### config.mk
export PLATFORM = sky130hd
export DESIGN_NAME = simple_processor
export DESIGN_NICKNAME = d
export VERILOG_FILES = /design/src/rtl/simple_processor.sv
export SDC_FILE = /design/constraint.sdc
export NUM_CORES = 1
export LEC_CHECK = 0
export CAP_MARGIN = 0
export CORE_AREA = 3 3 40 42
export CTS_CLUSTER_DIAMETER = 40
export DETAILED_ROUTE_END_ITERATION = 16
export DIE_AREA = 0 0 43 45
export GPL_ROUTABILITY_DRIVEN = 1
export PLACE_DENSITY = 0.57
export SYNTH_ARGS = -nofsm -noshare
export SYNTH_HDL_FRONTEND = slang
export SYNTH_SLANG_ARGS = --single-unit
### constraint.sdc
create_clock -name clk -period 1.9 [get_ports clk]
set_input_delay 0.57 -clock clk [delete_from_list [all_inputs] [get_ports clk]]
set_output_delay 0.57 -clock clk [all_outputs]
set_load 0.01 [all_outputs]
### src/rtl/simple_processor.sv
// simple_processor: multicycle 8-register processor with mv/mvt/ALU ops driven by a T0-T3 FSM.
module simple_processor (
  input  logic        clk,
  input  logic        reset,
  input  logic        run,
  input  logic [15:0] din,
  output logic        done
);
  typedef enum logic [1:0] {T0, T1, T2, T3} state_t;
  state_t state, next;
  logic [15:0] r [8];
  logic [15:0] ir, a, g, y, alu, wdata;
  logic [2:0]  op, x;
  logic        single, wr;
  assign op     = ir[15:13];
  assign x      = ir[11:9];
  assign y      = ir[12] ? {7'b0, ir[8:0]} : r[ir[2:0]];
  assign single = (op == 3'b000) || (op == 3'b001) || (op == 3'b111);
  // Carry and borrow fall off the top; no flags are kept.
  assign alu = op == 3'b010 ? a + y :
               op == 3'b011 ? a - y :
               op == 3'b100 ? a & y :
               op == 3'b101 ? a | y : a ^ y;
  always_comb begin
    next  = state;
    done  = 1'b0;
    wr    = 1'b0;
    wdata = g;
    case (state)
      T0: next = run ? T1 : T0;
      T1: begin
        next  = single ? T0 : T2;
        done  = single;
        wr    = (op == 3'b000) || (op == 3'b001);
        wdata = op == 3'b001 ? {ir[7:0], 8'h00} : y;
      end
      T2: next = T3;
      T3: begin
        next = T0;
        done = 1'b1;
        wr   = 1'b1;
      end
    endcase
  end
  always_ff @(posedge clk or negedge reset)
    if (!reset) begin
      state <= T0;
      ir    <= '0;
      a     <= '0;
      g     <= '0;
      for (int i = 0; i < 8; i++) r[i] <= '0;
    end else begin
      state <= next;
      if (state == T0 && run) ir <= din;
      if (state == T1) a <= r[x];
      if (state == T2) g <= alu;
      if (wr) r[x] <= wdata;
    end
endmodule

==> impl_metrics.tcl <==
set metrics [dict create \
    num_vias 171 \
    fillCellCount 140 \
    synth.distinct_cells 8 \
    viasPerCell 3.89 \
    wire_per_inst_um 9.64 \
    critPathArrivalTime_ns 1.22 \
    rsz0062_at_grt "no" \
    diodes 0 \
    grt_pass1_vias 179 \
    cp_cell_sequence "and3_1 -> o31a_1 -> buf_2" \
    layout_common_cells "5 x dfrtp_1, 5 x clkdlybuf4s50_1, 3 x nor2_1, 3 x mux2_1, 3 x clkbuf_4" \
    initial_core_util_pct 17.4 \
    hpwl_um 313 \
    timing.rr.end "ir[14]" \
    overflow 0 \
    outcome "completed" \
    power_switching_uw 157 \
    internal_power_uw 347 \
    ant_nets 0 \
    whs_endpoint "ir[13]" \
    cap_violations 0 \
    worstMarginPinSlew_ns 0.233 \
    path_delay_family "flip-flops" \
    cts.sinks 5 \
    die_h_um 45 \
    postSynthAreaPerCell_um2 13.2 \
    first_pass_iters 3 \
    end_kind "output port" \
    layout_min_cycle_time_ns 1.79 \
    gp_congestion 0.626 \
    numPortBuffers 6 \
    finClkSkew_ns 0.00142 \
    clockRootBuffer "clkbuf_4" \
    grt_use_total_pct 6.04 \
    areaGrowthSynthToFinish_pct 51.4 \
    rows 13 \
    seq_area_um2 125 \
    cts_buffers 3 \
    clkPwrFrac_pct 24.6 \
    r2r_cells 3 \
    hold_path.class "reg -> reg" \
    drt-total-wl_um 424 \
    synth_seq_cells 5 \
    yosys_warnings 0 \
    final_nets 49 \
    coreArea_um2 1280 \
    critPathBufInv 1 \
    first_iter_violations 2 \
    antenna_found_initial 0 \
    netlist_area_um2 224 \
    power_density_nw_per_um2 1490 \
    period_share_pct 94.0 \
    die_width_um 43 \
    p_seq_share_pct 39.1 \
    holdCritStartpoint "ir[13]" \
    multiInputGateArea_um2 98.8 \
    io_pins 20 \
    drive_gt1_share_pct 24.1 \
    fp.dieArea_um2 1940 \
    drc 0 \
    path_class "reg -> out" \
    insertion_delay_ns 0.24 \
    synth_cells 17 \
    p_total_uw 504 \
    setup_tns_ns 0 \
    fmax_mhz 560 \
    crit_path_start_kind "flop" \
    swShare_pct 31.1 \
    grt_pass1_wl_um 752 \
    cts-htree-levels 1 \
    hold_slack_ns 0.480 \
    power_frac_comb_pct 36.3 \
    drv_slew 0 \
    clk_pin_slew_ns 0.04 \
    synth-seq-area-share_pct 55.9 \
    clock_path_buffers 2 \
    power.leakage_uw 0.000147 \
    critPathMaxFanout 2 \
    peakVddDrop_v 0.000419 \
    grt_max_degree 6 \
    slowest_delay_ns 0.37 \
    setup_viol 0 \
    cts_tree "yes" \
    cpMaxStageDelayCell "dfrtp_1" \
    crit_required_ns 1.33 \
    finalHoldViolCount 0 \
    r2r_slack_ns 0.67 \
    relSlewSlack_pct 84.4 \
    hold_path_depth 1 \
    syn-num-nets 36 \
]
[power groups by stage]
| stage | Clock [uW] | Sequential, uW | Combinational [uW] |
|---|---|---|---|
| after floorplan | 0 | 202 | 103 |
| after global placement | 0 | 196 | 170 |
| after detailed placement | 0 | 202 | 179 |
| after CTS | 130 | 198 | 195 |
| after global routing | 135 | 207 | 205 |
| final | 124 | 197 | 183 |
[layer usage]
metal | wire, um | global-route usage, % | vias to the layer above
li1 | - | - | 83
met4 | 21 | 7.23 | 0
met5 | 0 | 0 | -
met1 | 189 | 6.39 | 74
met2 | 156 | 7.19 | 10
met3 | 57 | 3.98 | 4
[area by class of cell]
| cell class | instances | area share [%] |
|---|---|---|
| clock buffers | 4 | 7.75 |
| multi-input cells | 12 | 29.2 |
| flip-flops and latches | 5 | 36.9 |
| well taps | 15 | 5.54 |
| repair buffers | 8 | 20.7 |
[stage by stage]
stage	area [um2]	std cells	worst slack, ns	utilization (%)
final	339	44	0.114	26.4
after CTS	345	44	0.0173	26.9
after detailed placement	310	39	0.0130	24.1
after global placement	310	39	0.0302	24.1
after global routing	339	44	0.0588	26.4
after floorplan	224	17	0.484	-
[Yosys cell counts, drive strengths merged]
cell / instances / area, um2
nand2b: 2 / 12.5
nor3b: 1 / 18.8
nor2: 3 / 11.3
and3: 1 / 6.26
mux2: 3 / 33.8
o31a: 1 / 8.76
o31ai: 1 / 7.51
dfrtp: 5 / 125
[worst max-delay path by stage]
stage,startpoint,endpoint,slack (ns),depth (start not counted)
2_1_floorplan,ir[15],done,0.48,2
3_3_place_gp,ir[15],done,0.03,3
3_5_place_dp,ir[15],done,0.01,3
4_1_cts,ir[15],done,0.02,3
5_1_grt,ir[15],done,0.06,3
6_report,ir[15],done,0.11,3
[timing repair]
item                       4_1_cts  5_1_grt
gates cloned                     0        0
resized for setup                3        1
setup endpoints to repair        1        1
hold buffers                     0        0
setup buffers                    1        0
[cells by family (layout without fill, tap and decap cells)]
kind of cell,count (synthesis),in the layout,synth area share (%)
buf+inv,0,12,0
mux,3,3,15.1
simple gates,7,7,21.8
flops,5,5,55.9
compound gates,2,2,7.26
Power figures use the tool's default switching activity.
